$ cat src/rtl/sig_interp_seq.sv
// Sequencer for the sigmoid PWL interpolator: splits x into segment/fraction, fetches bracketing LUT points, registers result.
// Optional segment cache (reuse last base/next on same segment) enabled by SIG_INTERP_SEQ_SEGCACHE_EN.
module sig_interp_seq #(
  parameter int DATA_W = 8,
  parameter int FRAC_W = 4,
  parameter int ADDR_W = DATA_W - FRAC_W
) (
  input  logic              clk,
  input  logic              rst_n,
  input  logic              in_valid,
  output logic              in_ready,
  input  logic [DATA_W-1:0] in_x,
  output logic              rom_en,
  output logic [ADDR_W-1:0] rom_addr,
  input  logic [DATA_W-1:0] rom_data,
  output logic [DATA_W-1:0] interp_base,
  output logic [DATA_W-1:0] interp_next,
  output logic [DATA_W-1:0] interp_remaining,
  input  logic [DATA_W-1:0] interp_result,
  output logic              out_valid,
  input  logic              out_ready,
  output logic [DATA_W-1:0] out_y
);

  typedef enum logic [2:0] {S_IDLE, S_RD0, S_RD1, S_CAP, S_CALC, S_OUT} state_t;

  localparam logic [ADDR_W-1:0] IDX_TOP = '1;
`ifdef SIG_INTERP_SEQ_SEGCACHE_EN
  localparam logic CACHE_EN = 1'b1;
`else
  localparam logic CACHE_EN = 1'b0;
`endif

  state_t              state_q;
  logic [ADDR_W-1:0]   idx_q;
  logic [FRAC_W-1:0]   frac_q;
  logic [DATA_W-1:0]   base_q;
  logic [DATA_W-1:0]   next_q;
  logic [DATA_W-1:0]   out_y_q;
  logic                out_vld_q;
  logic                rom_en_q;
  logic [ADDR_W-1:0]   rom_addr_q;
  logic                seg_vld_q;
  logic [ADDR_W-1:0]   in_idx;
  logic                cache_hit;

  // Offset-binary segment number: flipping the sign bit makes x=0 land mid-table.
  assign in_idx    = {~in_x[DATA_W-1], in_x[DATA_W-2:FRAC_W]};
  // idx_q still holds the previous segment while idle, so it doubles as the cache tag.
  assign cache_hit = seg_vld_q && (in_idx == idx_q);

  always_ff @(posedge clk or negedge rst_n) begin
    if (!rst_n) begin
      state_q    <= S_IDLE;
      idx_q      <= '0;
      frac_q     <= '0;
      base_q     <= '0;
      next_q     <= '0;
      out_y_q    <= '0;
      out_vld_q  <= 1'b0;
      rom_en_q   <= 1'b0;
      rom_addr_q <= '0;
      seg_vld_q  <= 1'b0;
    end else begin
      case (state_q)
        S_IDLE: begin
          if (in_valid) begin
            idx_q  <= in_idx;
            frac_q <= in_x[FRAC_W-1:0];
            if (cache_hit) begin
              state_q <= S_CALC;
            end else begin
              rom_en_q   <= 1'b1;
              rom_addr_q <= in_idx;
              state_q    <= S_RD0;
            end
          end
        end
        S_RD0: begin
          // Top segment has no upper neighbour; skip the second read.
          if (idx_q != IDX_TOP) begin
            rom_en_q   <= 1'b1;
            rom_addr_q <= idx_q + 1'b1;
          end else begin
            rom_en_q <= 1'b0;
          end
          state_q <= S_RD1;
        end
        S_RD1: begin
          rom_en_q <= 1'b0;
          base_q   <= rom_data;
          if (idx_q != IDX_TOP) begin
            state_q <= S_CAP;
          end else begin
            next_q    <= rom_data;
            seg_vld_q <= CACHE_EN;
            state_q   <= S_CALC;
          end
        end
        S_CAP: begin
          next_q    <= rom_data;
          seg_vld_q <= CACHE_EN;
          state_q   <= S_CALC;
        end
        S_CALC: begin
          out_y_q   <= interp_result;
          out_vld_q <= 1'b1;
          state_q   <= S_OUT;
        end
        S_OUT: begin
          if (out_ready) begin
            out_vld_q <= 1'b0;
            state_q   <= S_IDLE;
          end
        end
        default: state_q <= S_IDLE;
      endcase
    end
  end

  assign in_ready         = (state_q == S_IDLE);
  assign rom_en           = rom_en_q;
  assign rom_addr         = rom_addr_q;
  assign interp_base      = base_q;
  assign interp_next      = next_q;
  assign interp_remaining = {{(DATA_W-FRAC_W){1'b0}}, frac_q};
  assign out_valid        = out_vld_q;
  assign out_y            = out_y_q;

endmodule

$ cat config.mk
export PLATFORM = sky130hd
export DESIGN_NAME = sig_interp_seq
export DESIGN_NICKNAME = d
export VERILOG_FILES = /design/src/rtl/sig_interp_seq.sv
export SDC_FILE = /design/constraint.sdc
export NUM_CORES = 1
export LEC_CHECK = 0
export CAP_MARGIN = 20
export CORE_MARGIN = 1
export CORE_UTILIZATION = 43
export CTS_BUF_LIST = sky130_fd_sc_hd__clkbuf_4 sky130_fd_sc_hd__clkbuf_8 sky130_fd_sc_hd__clkbuf_16
export CTS_CLUSTER_SIZE = 8
export DETAILED_ROUTE_END_ITERATION = 6
export PLACE_DENSITY = 0.8
export SYNTH_ARGS = -nofsm -noshare
export SYNTH_HDL_FRONTEND = slang
export SYNTH_SLANG_ARGS = --single-unit
$ cat constraint.sdc
create_clock -name clk -period 1.6 [get_ports clk]
set_input_delay 0.24 -clock clk [delete_from_list [all_inputs] [get_ports clk]]
set_output_delay 0.24 -clock clk [all_outputs]
set_load 0.02 [all_outputs]
; ---- Word level (Yosys, flattened, before mapping)
; Cells that the tools add are included.
[op_classes]
n_addsub = 1
muxes = 19
n_reduce_logical = 12
bitwise_logic = 1
eq_ne = 12
[ops]
columns = operator, count
row1 = $pmux 3 s6, 1
row2 = $pmux 8 s2, 1
row3 = $mux 3, 4
row4 = $mux 4, 3
row5 = $ne 2x2->1 const B, 5
row6 = $mux 8, 1
row7 = $pmux 4 s2, 1
row8 = $reduce_and 2->1, 4
row9 = $eq 3x2->1 const B, 2
row10 = $eq 3x3->1 const B, 2
row11 = $reduce_bool 2->1, 3
row12 = $mux 1, 5
row13 = $add 4x1->4 const B, 1
row14 = $eq 4x4->1, 1
row15 = $ne 4x4->1 const B, 1
row16 = $pmux 1 s2, 2
row17 = $reduce_and 4->1, 1
row18 = $eq 3x1->1 const B, 1
row19 = $logic_not 3->1, 1
row20 = $pmux 1 s3, 1
row21 = $reduce_and 3->1, 1
row22 = $reduce_bool 3->1, 1
row23 = $logic_and 1x1->1, 1
row24 = $not 1->1, 1
[totals]
ff_bits = 42
input_bits = 28
output_inout_bits = 39

; ---- Longest topological paths before layout
[logic_depth]
ltp_word = 6
depth_mapped = 5

; ---- Worst setup path after synthesis
; No wires, ideal clock.
[synth_path]
kind = flip-flop to flip-flop
startpoint = register idx_q[0]
endpoint = register next_q[0], in the netlist interp_next[0]
setup_ns = 0.125
t_required_ns = 1.475
path_buffers = 0
t_arrival_ns = 1.328
stages_incl_launch_ff = 5
setup_slack_ns = 0.147
path_cell_list = dfrtp_1 > ha_1 > a31oi_1 > nor2_4 > mux2_2
[synth_via]
elab_chain_len = 3
[synth_lines]
columns = element, line_no
row1 = start: declaration, 35  ; logic [ADDR_W-1:0] idx_q;
row2 = start signal: assignment, 68  ; idx_q <= in_idx;
row3 = $ne 4x4->1, 92  ; if (idx_q != IDX_TOP) begin
row4 = $ne 2x2->1 (no line), n/a
row5 = $reduce_and 2->1 (no line), n/a
row6 = end signal: assignment, 95  ; next_q <= rom_data;
row7 = end signal: assignment, 101  ; next_q <= rom_data;
row8 = end: declaration, 38  ; logic [DATA_W-1:0] next_q;
; No other way between the ends.
; A chain may end at the register's enable or synchronous reset.

; ---- Final worst setup path
[layout_path]
startpoint = register idx_q[0]
endpoint = register next_q[5], in the netlist interp_next[5]
; Same word-level chain as after synthesis.

==> impl_metrics.ini <==
[status]
status = finished, final reports clean

[cts]
clock-sinks = 41
clkTransAtPathRegs_ns = 0.07
cts_buffers = 5
root_buffer = clkbuf_8
cts_tree = yes
insertion_delay_ns = 0.28
cts_max_path_buffers = 2
h-tree-depth = 2

[pwr]
p_seq_share_pct = 34.3
leakage_nw = 1.13
pwr-share-clk_pct = 10.7
power.density_mw_per_mm2 = 2150
p_comb_share_pct = 55.0
switchingPower_mw = 2.10
p_sw_share_pct = 37.3
ir_drop_v = 0.00104
power_report.internal_total_mw = 3.53
power.total_mw = 5.63

[finish]
layout_commonest_cell = clkdlybuf4s50_1
final_cell_mix = 60 x clkdlybuf4s50_1, 41 x dfrtp_1, 24 x mux2_2, 23 x nand2_1, 13 x buf_4
nets = 245
antenna_cells = 0
multi_input_area_um2 = 688
area_growth_pct = 49.1
regArea_mm2 = 0.00103
fillers = 279
layout-drive-gt1-share_pct = 26.5

[worst_setup_path]
endpoint_kind = flop
cp-start-kind = flop
cp-endpoint = interp_next[5]
worstPathRequired_ns = 1.77
worst_path_largest_cell_delay_ns = 0.39
r2r_slack_ns = 0.07
crit_slowest_cell = dfrtp_1
cp-startpoint = idx_q[0]
path_class = flop to flop
reg2reg_depth = 5
crit_arrival_ns = 1.70
r2r_start = idx_q[0]
cp_max_fo = 8
r2r_end = interp_next[5]
crit_chain = ha_4 > a31oi_1 > buf_4 > nor2_4 > mux2_2

[synthesis]
syn_inst = 137
yosysSeqAreaShare_pct = 58.4
synth_cell_types = 32
synth_seq_cells = 41
postSynthAreaPerCell_um2 = 12.8
yosysWarningCount = 0
syn-cell-area_mm2 = 0.00176

[routing]
first_iter_violations = 45
drc_errors = 0
drt_pass1_iterations = 4
vias = 1345
drtAntennaViolNets = 0
post_drt_via_cell_ratio = 5.11
routed_wl_mm = 3.93
wire_per_inst_um = 15.0

[floorplan]
coreArea_mm2 = 0.00380
die_w_um = 65.9
die-area_mm2 = 0.00434
start_util_pct = 46.2
rows = 22
pin_count = 67
die_h_um = 65.9

[sta]
finalSetupViolCount = 0
clock.fmax_mhz = 653
fin_skew_ns = 0.00614
post-route-min-period_ns = 1.53
setup_tns_ns = 0
hold_violations = 0
slew_viol_final = 0
rsz0062_at_grt = yes
fin_crit_sh_pct = 95.8

[worst_hold_path]
min-delay-path-class = primary input to async pin

[placed_design]
place_hpwl_mm = 2.97
io_buffers = 62
gp_congestion = 0.785

[global_routing]
grt_max_degree = 17
track_usage_pct = 19.7
grt_first_pass_wirelength_mm = 6.32
grt_antenna_before_repair = 0
grt-ovfl-total = 0
grt_pass1_vias = 1385

[flow_run]
drv_cap = 0
## worst max-delay path, delay by kind of cell (launching register included)
family / cells / cell delay, ns
compound gates: 1 / 0.09
fa+ha+maj: 1 / 0.17
buf+inv: 1 / 0.17
flops: 1 / 0.39
mux: 1 / 0.37
simple gates: 1 / 0.22
## per-layer routing
metal	GRT usage (%)	share of wire, %	vias up
met4	6.52	1.3	0
li1	-	-	621
met5	0	0	-
met3	7.07	6.7	6
met1	23.4	41	670
met2	32.9	51	48
## sequential cells by signal, indices dropped and copies added, names as in the netlist
register / flops
frac_q: 4
idx_q: 4
interp_base: 8
interp_next: 8
out_valid: 1
out_y: 8
rom_addr: 4
rom_en: 1
state_q: 3
## cell usage after synthesis
| cell type | count | area share, % |
|---|---|---|
| buf_2 | 4 | 1.1 |
| buf_4 | 5 | 2.1 |
| or4b_1 | 1 | 0.57 |
| nand3b_1 | 1 | 0.43 |
| mux2i_1 | 1 | 0.57 |
| o22ai_1 | 1 | 0.36 |
| mux2_2 | 24 | 15 |
| o32ai_1 | 1 | 0.50 |
| ha_1 | 1 | 0.71 |
| xnor2_1 | 2 | 1.0 |
| conb_1 | 1 | 0.21 |
| nor2_2 | 1 | 0.36 |
| inv_1 | 2 | 0.43 |
| a2bb2oi_1 | 1 | 0.50 |
| nor2_4 | 1 | 0.64 |
| nor2_1 | 4 | 0.86 |
| and3_1 | 1 | 0.36 |
| o21a_1 | 1 | 0.43 |
| nand3_1 | 4 | 1.1 |
| nor4b_2 | 1 | 0.86 |
| nor3_1 | 1 | 0.28 |
| a31oi_1 | 1 | 0.36 |
| nor3b_2 | 1 | 0.71 |
| o21ai_0 | 2 | 0.57 |
| a21o_1 | 2 | 0.86 |
| nand2b_4 | 1 | 0.78 |
| nand2_1 | 23 | 4.9 |
| a221oi_1 | 1 | 0.50 |
| o221a_2 | 4 | 2.6 |
| nand2b_1 | 1 | 0.36 |
| dfrtp_1 | 41 | 58 |
| nor3b_4 | 1 | 1.1 |
## cells by family (layout without fill, tap and decap cells)
logic type               Yosys count  in the layout  share of synthesized area (%)
flip-flops                        41             41                           58.4
other                              1              4                          0.214
buffers and inverters             11             86                           3.71
adder cells (fa/ha/maj)            1              1                          0.713
AND/OR/NAND/NOR                   42             42                           13.3
AO/OA/AOI/OAI                     14             14                           6.63
multiplexers                      25             25                           16.0
XOR/XNOR                           2              2                          0.998
## power by group through the flow
stage	registers [mW]	clock network, mW	logic (mW)
final	1.93	0.603	3.10
after global routing	2.00	0.666	3.30
after CTS	1.92	0.614	3.11
after detailed placement	1.93	0	3.08
after global placement	1.90	0	3.00
after floorplan	2.39	0	1.18
## area by class of cell
| class | count | area share, % |
|---|---|---|
| flip-flops and latches | 41 | 39.2 |
| repair buffers | 78 | 29.1 |
| multi-input cells | 88 | 26.3 |
| clock buffers | 5 | 2.63 |
| well taps | 48 | 2.29 |
| inverters | 2 | 0.287 |
| clock inverters | 1 | 0.191 |
## metrics by stage
| stage | cell area [µm²] | hold WS [ns] | std cells | utilization, % | setup WS, ns |
|---|---|---|---|---|---|
| CTS | 2610 | 0.387 | 263 | 68.6 | 0.0102 |
| finish | 2620 | 0.376 | 263 | 68.9 | 0.0675 |
| global placement | 2510 | 0.144 | 255 | 66.2 | -0.0442 |
| floorplan | 1770 | -0.0556 | 140 | - | 0.147 |
| detailed placement | 2510 | 0.156 | 255 | 66.2 | -0.0848 |
| global route | 2620 | 0.406 | 263 | 68.9 | -0.00827 |
## what timing repair did
action | 4_1_cts | 5_1_grt
hold buffers | 1 | 0
setup buffers | 1 | 0
hold endpoints to repair | 13 | 0
pin swaps | 1 | 1
setup endpoints to repair | 9 | 9
gates resized for setup | 2 | 3
## how the worst min path moves through the flow
stage / slack [ns] / end / depth (start not counted)
2_1_floorplan: -0.06 / frac_q[0] / 0
3_5_place_dp: 0.16 / out_y[1] / 1
3_3_place_gp: 0.14 / out_y[1] / 1
4_1_cts: 0.39 / out_y[6] / 2
5_1_grt: 0.41 / out_y[6] / 2
6_report: 0.38 / out_y[6] / 2
(Power assumes the default switching activity.)
